$ cat config.mk
export PLATFORM = sky130hd
export DESIGN_NAME = mem_port_arbiter_flat
export DESIGN_NICKNAME = d
export VERILOG_FILES = /design/src/rtl/mem_port_arbiter_if.sv /design/src/rtl/mem_port_arbiter.sv /design/src/flat_wrapper.sv
export SDC_FILE = /design/constraint.sdc
export NUM_CORES = 1
export LEC_CHECK = 0
export CORE_MARGIN = 2
export CORE_UTILIZATION = 34
export DETAILED_ROUTE_END_ITERATION = 16
export PLACE_DENSITY = 0.79
export SYNTH_ARGS = -nofsm -noshare
export SYNTH_HDL_FRONTEND = slang
export SYNTH_SLANG_ARGS = --single-unit
export TNS_END_PERCENT = 30
$ cat constraint.sdc
create_clock -name clk -period 2.1 [get_ports clk]
set_input_delay 0.21 -clock clk [delete_from_list [all_inputs] [get_ports clk]]
set_output_delay 0.21 -clock clk [all_outputs]
set_load 0.05 [all_outputs]
$ cat src/rtl/mem_port_arbiter_if.sv
// -----------------------------------------------------------------------------
// mem_port_arbiter_if
// Groups the signals around the shared memory port arbiter:
//   - fetch side  : inst_req/inst_addr in, inst_rdata/inst_data_ok out
//   - data side   : data_req/wr/size/addr/wdata in, data_rdata/data_data_ok out
//   - memory port : bus_req/wr/size/addr/wdata out, bus_addr_ok/data_ok/rdata in
//   - status      : busy (arbiter has a transaction in flight)
// Modports:
//   slave  - the arbiter itself (receives requests, drives the memory port)
//   master - the environment (pipeline requesters and the memory slave)
// -----------------------------------------------------------------------------
interface mem_port_arbiter_if;
    // Fetch requester
    logic        inst_req;
    logic [31:0] inst_addr;
    logic [31:0] inst_rdata;
    logic        inst_data_ok;
    // Data requester
    logic        data_req;
    logic        data_wr;
    logic [1:0]  data_size;
    logic [31:0] data_addr;
    logic [31:0] data_wdata;
    logic [31:0] data_rdata;
    logic        data_data_ok;
    // Shared memory port
    logic        bus_req;
    logic        bus_wr;
    logic [1:0]  bus_size;
    logic [31:0] bus_addr;
    logic [31:0] bus_wdata;
    logic        bus_addr_ok;
    logic        bus_data_ok;
    logic [31:0] bus_rdata;
    // Status
    logic        busy;

    modport slave (
        input  inst_req, inst_addr,
        output inst_rdata, inst_data_ok,
        input  data_req, data_wr, data_size, data_addr, data_wdata,
        output data_rdata, data_data_ok,
        output bus_req, bus_wr, bus_size, bus_addr, bus_wdata,
        input  bus_addr_ok, bus_data_ok, bus_rdata,
        output busy
    );

    modport master (
        output inst_req, inst_addr,
        input  inst_rdata, inst_data_ok,
        output data_req, data_wr, data_size, data_addr, data_wdata,
        input  data_rdata, data_data_ok,
        input  bus_req, bus_wr, bus_size, bus_addr, bus_wdata,
        output bus_addr_ok, bus_data_ok, bus_rdata,
        input  busy
    );
endinterface

$ cat src/rtl/mem_port_arbiter.sv
// -----------------------------------------------------------------------------
// mem_port_arbiter
// Shares one sram-like memory port between instruction fetch and data access.
// Data requests win by default; a run counter of consecutive data grants
// (taken while fetch is waiting) forces a fetch grant once it reaches
// MAX_DATA_RUN so fetch cannot starve. Exactly one transaction is in flight,
// sequenced IDLE -> ADDR (address phase) -> [WAIT (data phase)] -> IDLE.
// Ports:
//   clk  - clock, all state updates on the rising edge
//   rst  - synchronous active-high reset
//   port - mem_port_arbiter_if.slave (requesters, memory port, busy)
// Parameters:
//   MAX_DATA_RUN - consecutive data grants allowed while fetch waits (>= 1)
//   CNT_W        - run counter width, 2**CNT_W > MAX_DATA_RUN
// -----------------------------------------------------------------------------
module mem_port_arbiter #(
    parameter int MAX_DATA_RUN = 4,
    parameter int CNT_W        = 3
) (
    input  logic                  clk,
    input  logic                  rst,
    mem_port_arbiter_if.slave     port
);

    localparam logic [1:0] ST_IDLE = 2'd0;
    localparam logic [1:0] ST_ADDR = 2'd1;
    localparam logic [1:0] ST_WAIT = 2'd2;

    localparam logic [CNT_W-1:0] RUN_MAX = CNT_W'(MAX_DATA_RUN);

    // Owner encoding
    localparam logic OWN_INST = 1'b0;
    localparam logic OWN_DATA = 1'b1;

    logic [1:0]       r_state;
    logic             r_owner;
    logic             r_wr;
    logic [1:0]       r_size;
    logic [31:0]      r_addr;
    logic [31:0]      r_wdata;
    logic [CNT_W-1:0] r_run;

    logic [1:0]       w_state_nxt;
    logic             w_grant;
    logic             w_grant_owner;
    logic             w_complete;

    // Arbitration and next-state selection
    always_comb begin
        w_state_nxt   = r_state;
        w_grant       = 1'b0;
        w_grant_owner = OWN_INST;
        case (r_state)
            ST_IDLE: begin
                if (port.data_req && port.inst_req) begin
                    w_grant       = 1'b1;
                    // Fetch is forced only once the data run has saturated
                    w_grant_owner = (r_run == RUN_MAX) ? OWN_INST : OWN_DATA;
                end else if (port.data_req) begin
                    w_grant       = 1'b1;
                    w_grant_owner = OWN_DATA;
                end else if (port.inst_req) begin
                    w_grant       = 1'b1;
                    w_grant_owner = OWN_INST;
                end else begin
                    w_grant       = 1'b0;
                end
                if (w_grant) begin
                    w_state_nxt = ST_ADDR;
                end else begin
                    w_state_nxt = ST_IDLE;
                end
            end
            ST_ADDR: begin
                // data_ok without addr_ok is not a valid completion here
                if (port.bus_addr_ok) begin
                    w_state_nxt = port.bus_data_ok ? ST_IDLE : ST_WAIT;
                end else begin
                    w_state_nxt = ST_ADDR;
                end
            end
            ST_WAIT: begin
                if (port.bus_data_ok) begin
                    w_state_nxt = ST_IDLE;
                end else begin
                    w_state_nxt = ST_WAIT;
                end
            end
            default: begin
                w_state_nxt = ST_IDLE;
            end
        endcase
    end

    // Completion is the same cycle the slave signals data_ok in a live phase
    always_comb begin
        w_complete = 1'b0;
        case (r_state)
            ST_ADDR: w_complete = port.bus_addr_ok & port.bus_data_ok;
            ST_WAIT: w_complete = port.bus_data_ok;
            default: w_complete = 1'b0;
        endcase
    end

    // State, owner, transaction latches and starvation counter
    always_ff @(posedge clk) begin
        if (rst) begin
            r_state <= ST_IDLE;
            r_owner <= OWN_INST;
            r_wr    <= 1'b0;
            r_size  <= 2'd0;
            r_addr  <= 32'd0;
            r_wdata <= 32'd0;
            r_run   <= {CNT_W{1'b0}};
        end else begin
            r_state <= w_state_nxt;
            if (w_grant) begin
                r_owner <= w_grant_owner;
                if (w_grant_owner == OWN_DATA) begin
                    r_wr    <= port.data_wr;
                    r_size  <= port.data_size;
                    r_addr  <= port.data_addr;
                    r_wdata <= port.data_wdata;
                    // Count only runs that actually keep fetch waiting
                    if (port.inst_req) begin
                        r_run <= (r_run == RUN_MAX) ? r_run : (r_run + {{(CNT_W-1){1'b0}}, 1'b1});
                    end else begin
                        r_run <= {CNT_W{1'b0}};
                    end
                end else begin
                    r_wr    <= 1'b0;
                    r_size  <= 2'd2;
                    r_addr  <= port.inst_addr;
                    r_wdata <= 32'd0;
                    r_run   <= {CNT_W{1'b0}};
                end
            end else begin
                r_owner <= r_owner;
                r_wr    <= r_wr;
                r_size  <= r_size;
                r_addr  <= r_addr;
                r_wdata <= r_wdata;
                r_run   <= r_run;
            end
        end
    end

    // Memory port is driven only from latched values, never live inputs
    assign port.bus_req   = (r_state == ST_ADDR);
    assign port.bus_wr    = r_wr;
    assign port.bus_size  = r_size;
    assign port.bus_addr  = r_addr;
    assign port.bus_wdata = r_wdata;
    assign port.busy      = (r_state != ST_IDLE);

    // Completion pulses and read data routed to the owner only
    assign port.inst_data_ok = w_complete & (r_owner == OWN_INST);
    assign port.data_data_ok = w_complete & (r_owner == OWN_DATA);
    assign port.inst_rdata   = port.inst_data_ok ? port.bus_rdata : 32'd0;
    assign port.data_rdata   = port.data_data_ok ? port.bus_rdata : 32'd0;

endmodule
$ cat src/flat_wrapper.sv
// flat-port wrapper written by rule: the top's interface ports become plain ports
module mem_port_arbiter_flat 
#(
    parameter int MAX_DATA_RUN = 4,
    parameter int CNT_W        = 3
)
  (clk, rst, port_inst_req, port_inst_addr, port_inst_rdata, port_inst_data_ok, port_data_req, port_data_wr, port_data_size, port_data_addr, port_data_wdata, port_data_rdata, port_data_data_ok, port_bus_req, port_bus_wr, port_bus_size, port_bus_addr, port_bus_wdata, port_bus_addr_ok, port_bus_data_ok, port_bus_rdata, port_busy);
  mem_port_arbiter_if port_i ();
  input  logic clk;
  input  logic rst;
  input wire logic [$bits(port_i.inst_req)-1:0] port_inst_req;
  input wire logic [$bits(port_i.inst_addr)-1:0] port_inst_addr;
  output wire logic [$bits(port_i.inst_rdata)-1:0] port_inst_rdata;
  output wire logic [$bits(port_i.inst_data_ok)-1:0] port_inst_data_ok;
  input wire logic [$bits(port_i.data_req)-1:0] port_data_req;
  input wire logic [$bits(port_i.data_wr)-1:0] port_data_wr;
  input wire logic [$bits(port_i.data_size)-1:0] port_data_size;
  input wire logic [$bits(port_i.data_addr)-1:0] port_data_addr;
  input wire logic [$bits(port_i.data_wdata)-1:0] port_data_wdata;
  output wire logic [$bits(port_i.data_rdata)-1:0] port_data_rdata;
  output wire logic [$bits(port_i.data_data_ok)-1:0] port_data_data_ok;
  output wire logic [$bits(port_i.bus_req)-1:0] port_bus_req;
  output wire logic [$bits(port_i.bus_wr)-1:0] port_bus_wr;
  output wire logic [$bits(port_i.bus_size)-1:0] port_bus_size;
  output wire logic [$bits(port_i.bus_addr)-1:0] port_bus_addr;
  output wire logic [$bits(port_i.bus_wdata)-1:0] port_bus_wdata;
  input wire logic [$bits(port_i.bus_addr_ok)-1:0] port_bus_addr_ok;
  input wire logic [$bits(port_i.bus_data_ok)-1:0] port_bus_data_ok;
  input wire logic [$bits(port_i.bus_rdata)-1:0] port_bus_rdata;
  output wire logic [$bits(port_i.busy)-1:0] port_busy;
  assign port_i.inst_req = port_inst_req;
  assign port_i.inst_addr = port_inst_addr;
  assign port_inst_rdata = port_i.inst_rdata;
  assign port_inst_data_ok = port_i.inst_data_ok;
  assign port_i.data_req = port_data_req;
  assign port_i.data_wr = port_data_wr;
  assign port_i.data_size = port_data_size;
  assign port_i.data_addr = port_data_addr;
  assign port_i.data_wdata = port_data_wdata;
  assign port_data_rdata = port_i.data_rdata;
  assign port_data_data_ok = port_i.data_data_ok;
  assign port_bus_req = port_i.bus_req;
  assign port_bus_wr = port_i.bus_wr;
  assign port_bus_size = port_i.bus_size;
  assign port_bus_addr = port_i.bus_addr;
  assign port_bus_wdata = port_i.bus_wdata;
  assign port_i.bus_addr_ok = port_bus_addr_ok;
  assign port_i.bus_data_ok = port_bus_data_ok;
  assign port_i.bus_rdata = port_bus_rdata;
  assign port_busy = port_i.busy;
  mem_port_arbiter #(.MAX_DATA_RUN(MAX_DATA_RUN), .CNT_W(CNT_W)) u_core (.clk(clk), .rst(rst), .port(port_i));
endmodule
# Word-level counts from Yosys, hierarchy flattened
# Index checks and enable logic that the tools add are counted.
# word_totals
input_bits,137
reg_bits,73
wordCells,43
out_inout_bits,135
# op_classes
n_mux,23
n_bitwise,4
n_addsub,1
eq_ne,4
n_reduce_logical,4
# ops
op,count
$mux 32,4
$mux 1,11
$mux 3,3
$mux 2,3
$pmux 2 s3,1
$add 3x1->3 const B,1
$and 1x1->1,3
$eq 3x3->1 const B,1
$ne 3x3->1 const B,1
$eq 2x1->1 const B,1
$eq 2x2->1 const B,1
$logic_not 2->1,1
$pmux 1 s2,1
$reduce_and 2->1,1
$reduce_bool 2->1,1
$logic_and 1x1->1,1
$not 1->1,1

# Depth between registers and ports, before layout
# depth
word_depth,6
mapped_depth,8
ltp_nobuf,5

# Least setup slack after synthesis
# OpenSTA, ideal clock, no wires.
# synth_timing
kind,flip-flop to output port
from,register u_core.r_state[1]
to,output port port_inst_rdata[21]
arrival_time_ns,2.468
required_time_ns,1.890
n_path_buf,1
setup_slack_ns,-0.578
stages_incl_launch_ff,7
cell_sequence,dfxtp_1 inv_1 ha_1 a21oi_1 nor3_2 clkbuf_1 and2_1
# synth_via
elab_chain_cells,4
word_cells_on_any_way,5
classes_between,2 x eq/ne; 2 x mux; 1 x bitwise
# synth_lines
item,line_no,text
"start, declared",mem_port_arbiter.sv:35,logic [1:0] r_state;
"start signal, assigned",mem_port_arbiter.sv:116,r_state <= w_state_nxt;
$eq 2x1->1,--,
named net port_bus_req,flat_wrapper.sv:22,output wire logic [$bits(port_i.bus_req)-1:0] port_bus_req;
$pmux 1 s2,mem_port_arbiter.sv:98,case (r_state)
$and 1x1->1,mem_port_arbiter.sv:157,assign port.inst_data_ok = w_complete & (r_owner == OWN_INST);
named net port_inst_data_ok,flat_wrapper.sv:14,output wire logic [$bits(port_i.inst_data_ok)-1:0] port_inst_data_ok;
$mux 32,mem_port_arbiter.sv:159,assign port.inst_rdata = port.inst_data_ok ? port.bus_rdata : 32'd0;
"end, declared",flat_wrapper.sv:13,output wire logic [$bits(port_i.inst_rdata)-1:0] port_inst_rdata;
# The timed path passes the listed nets, and every way through them passes these cells.

# Worst setup path after layout
# layout_timing
from,register u_core.r_state[0]
to,output port port_data_rdata[7]
# layout_via
elab_chain_cells,4
word_cells_on_any_way,5
classes_between,2 x eq/ne; 2 x mux; 1 x bitwise
# layout_lines
item,line_no,text
$eq 2x2->1 or $eq 2x1->1 (tied branches),mem_port_arbiter.sv:98,
$pmux 1 s2 *,mem_port_arbiter.sv:98,
$and 1x1->1 *,mem_port_arbiter.sv:158,assign port.data_data_ok = w_complete & (r_owner == OWN_DATA);
$mux 32 *,mem_port_arbiter.sv:160,assign port.data_rdata = port.data_data_ok ? port.bus_rdata : 32'd0;
"end, declared",flat_wrapper.sv:20,output wire logic [$bits(port_i.data_rdata)-1:0] port_data_rdata;
# Mark *: on every way between the ends. The rest lies on a longest branch, timed or not.

==> impl_results.md <==
- Number of rows created at floorplan: 37
- Capture point of the worst reg-to-reg path: u_core.port.bus_addr[8]
- Startpoint types: register
- Die Outline Area: 11,600 um2
- Total of fill cells in the finished design: 746
- Static Leak: 2.81 nW
- Most used flip-flop cell after synthesis: sky130_fd_sc_hd__dfxtp_1
- Maximum fanout encountered on the critical timing path: 8
- Clock slew at reported path FFs: 80 ps
- Warnings from Yosys: 0
- Wirelength, routed: 15,100 um
- Count of distinct cell types in the synthesized netlist: 29
- Area grow syn2layout: 106%
- Floorplan core area: approximately 10,000 um2
- Aggregate global-route resource usage: about a quarter
- Relative slew slack: 63.2%
- Place WS: 184 ps
- Met3 layer usage reported by global route: 9.14%
- Data required time at the worst endpoint: 1890 ps
- Number of nets in the synthesized netlist: 563
- M1 GR Usage: 26.5%
- Minimum clock period after layout: about 2100 ps
- Count of cells along the worst register-to-register path: 6
- Final number of max-transition violations: 0
- Buffer levels on the longest clock path: 2
- Yosys top cell area share: roughly two fifths
- Area post-placement: 7130 um2
- Transition at the pin with the smallest max-transition slack: 550 ps
- Area of combinational cells with multiple inputs: 2070 um2
- Post-route clock period utilization: between 90% and 100%
- Vias per cell: 5.30
- Most frequent cells after synthesis: sky130_fd_sc_hd__dfxtp_1, sky130_fd_sc_hd__nor2_1, sky130_fd_sc_hd__and2_1
- Antenna violations before repair: 0
- Sequential area share after synthesis: 40.0%
- CP Class: reg -> out
- Highest achievable clock rate: 478 MHz
- Root cell of the clock tree: sky130_fd_sc_hd__clkbuf_8
- Biggest area consumer among synthesized cells: sky130_fd_sc_hd__dfxtp_1
- Most instantiated library cell after synthesis: sky130_fd_sc_hd__dfxtp_1
- Register-to-Register Setup Slack: 430 ps
- Die W: 108 um
- Die Height: 108 um
- Synth Area per Inst: 8.69 um2
- Total power after layout: approximately 4.3 mW
- Kind of end point of the critical path: primary output
- Number of instances in the synthesized netlist: 420
- Post-synthesis async set-or-reset flop share: 0%
- Clk Latency, worst-skew pair: 350 ps
- Wire length per cell after detailed routing: 18.7 um
- Critical Path AT: 1880 ps
- Count of vias placed by the detailed router: 4,289
- Unrepaired setup endpoints after global routing: yes
- Top cells by area in the synthesized netlist: sky130_fd_sc_hd__dfxtp_1, sky130_fd_sc_hd__and2_1, sky130_fd_sc_hd__a311oi_2
- Remaining Overflow, GRT: 0
- Largest net degree at the start of global routing: between 70 and 80
- Weighted congestion reported at the end of routability-driven placement: 0.775
- Result of the run: finished clean
- Worst Hold Launch: rst
- Largest vdd supply drop: roughly 0.39 mV
- Final instance area: 7510 um2
- Max-cap viol count: 0
- CTS tree: built
- Inserted Diodes: 0
- Number of enable-type register cells in the synthesized netlist: 0
- Number of global-route vias before repair: 4,522
- Number of violations reported at the end of detailed-routing iteration 0: 213
- Post-route setup slack: 7.90 ps
- Hold Vio Cnt, Final: 0
- Power Density: 574 nW/um2
- TritonCTS buffer count: 9
- Summed instance area of the synthesized netlist: approximately 3600 um2
- Worst hold path cell count: 3
- Post-detailed-route count of antenna-violating nets: 0
- Final Setup Violations: 0
- Global-route met2 utilization: 45.6%
- Final core utilization: 72.4%
- #FFs+latches synth: 73
- Worst min-delay path class: in -> reg
- Wire length of the first global-routing pass: 22,900 um
- Initial Utilization: 35.2%
- Count of clock tree sinks: 73
- Layout Skew: about 19 ps
- Launching point of the worst reg2reg path: u_core.r_run[0]
- Hold Path Sink: u_core.port.bus_wdata[2]
- Final #Nets: 812
- Highest-utilization routing layer at the global route stage: met2
- # DRC: 0
- Level count of the clock H-tree: 3
- Number of iterations in the first detailed-routing pass: 4
- Top-level I/O count: 272
- Fraction of layout instances using a drive strength above 1: 25.7%
- Number of input and output port buffers inserted: about 270
- Reg area: 1470 um2
- Detailed placement HPWL: 10,900 um
[where the power goes]
part	switching (mW)	internal, mW	total [mW]
logic	0.894	0.655	1.55
registers	0.0679	1.51	1.57
clock network	0.611	0.574	1.19
[logic make-up (layout without fill, tap and decap cells)]
group	Yosys count	in the layout	synth area share [%]
AO/OA/AOI/OAI	107	107	25.1
adder cells (fa/ha/maj)	6	6	2.06
buffers and inverters	52	306	7.20
flip-flops	73	73	40.0
AND/OR/NAND/NOR	182	182	25.6
[per-stage QoR]
step,TNS [ps],instances,hold slack [ps]
6_report,0,810,375
4_1_cts,0,810,352
3_5_place_dp,0,791,465
3_3_place_gp,0,791,456
2_1_floorplan,0,420,289
5_1_grt,-2180,810,369
[area by class of cell]
cell class | instances | share of cell area [%]
clock buffer | 9 | 1.65
clock inverter | 7 | 1.13
inverter | 6 | 0.367
multi-input combinational | 295 | 27.6
sequential | 73 | 19.6
tap | 136 | 2.27
timing repair buffer | 284 | 47.5
[worst max-delay path by stage]
stage                 startpoint                        to  slack [ps]  cells after the start
6_report       u_core.r_state[0]        port_data_rdata[7]           8                      8
5_1_grt        u_core.r_state[0]        port_data_rdata[7]         -80                      8
3_5_place_dp       port_inst_req  u_core.port.bus_addr[12]         180                      4
2_1_floorplan  u_core.r_state[1]       port_data_rdata[22]        0.02                      6
4_1_cts        u_core.r_state[0]       port_data_rdata[16]           2                      8
3_3_place_gp       port_inst_req  u_core.port.bus_addr[12]         280                      4
[sequential cells by signal, summed over array words and instances (netlist names)]
name	flops
u_core.port.bus_addr	32
u_core.port.bus_size	2
u_core.port.bus_wdata	32
u_core.port.bus_wr	1
u_core.r_owner	1
u_core.r_run	3
u_core.r_state	2
[worst max-delay path: stages, from the launching register on]
cell and delay [ps]:
sky130_fd_sc_hd__dfxtp_4 390, sky130_fd_sc_hd__inv_4 40, sky130_fd_sc_hd__ha_4 260, sky130_fd_sc_hd__nand2_4 50, sky130_fd_sc_hd__nor3b_4 220, sky130_fd_sc_hd__buf_6 150
sky130_fd_sc_hd__clkbuf_16 140, sky130_fd_sc_hd__and2_4 150, sky130_fd_sc_hd__buf_12 130
[layout by cell type (no fill, tap or decap), types with 2 or more instances in the layout]
cell type / Yosys / final
sky130_fd_sc_hd__buf_4: 10 / 5
sky130_fd_sc_hd__a21oi_1: 5 / 4
sky130_fd_sc_hd__o21ai_0: 5 / 4
sky130_fd_sc_hd__clkbuf_8: 0 / 9
sky130_fd_sc_hd__dfxtp_1: 73 / 71
sky130_fd_sc_hd__clkinvlp_4: 0 / 2
sky130_fd_sc_hd__clkdlybuf4s50_1: 0 / 203
sky130_fd_sc_hd__inv_1: 6 / 4
sky130_fd_sc_hd__a311oi_2: 20 / 20
sky130_fd_sc_hd__inv_8: 0 / 2
sky130_fd_sc_hd__inv_4: 0 / 2
sky130_fd_sc_hd__nand2_1: 5 / 4
sky130_fd_sc_hd__nand3_1: 32 / 32
sky130_fd_sc_hd__inv_6: 0 / 2
sky130_fd_sc_hd__a32oi_1: 34 / 34
sky130_fd_sc_hd__buf_6: 2 / 2
sky130_fd_sc_hd__and2_2: 0 / 12
sky130_fd_sc_hd__nand4_1: 2 / 2
sky130_fd_sc_hd__ha_4: 0 / 2
sky130_fd_sc_hd__dfxtp_4: 0 / 2
sky130_fd_sc_hd__nor2_1: 68 / 68
sky130_fd_sc_hd__a311oi_1: 12 / 12
sky130_fd_sc_hd__o21ai_1: 28 / 28
sky130_fd_sc_hd__ha_1: 6 / 4
sky130_fd_sc_hd__nor3_1: 3 / 3
sky130_fd_sc_hd__buf_12: 0 / 72
sky130_fd_sc_hd__and2_4: 0 / 30
sky130_fd_sc_hd__and2_1: 65 / 23
[metal layers]
| metal | part of all wire, % | routed length, um |
|---|---|---|
| met2 | 52 | 7940 |
| met4 | 2.7 | 407 |
| met3 | 8.9 | 1340 |
| met5 | 0 | 0 |
| met1 | 36 | 5440 |
[repair_timing]
| action | CTS | global route |
|---|---|---|
| gates resized for setup | 35 | 13 |
| hold buffers | 0 | 0 |
| setup buffers | 2 | 0 |
| pin swaps | 1 | 9 |
| gates cloned | 1 | 1 |
| setup endpoints to repair | 64 | 64 |
Power figures use the tool's default switching activity.
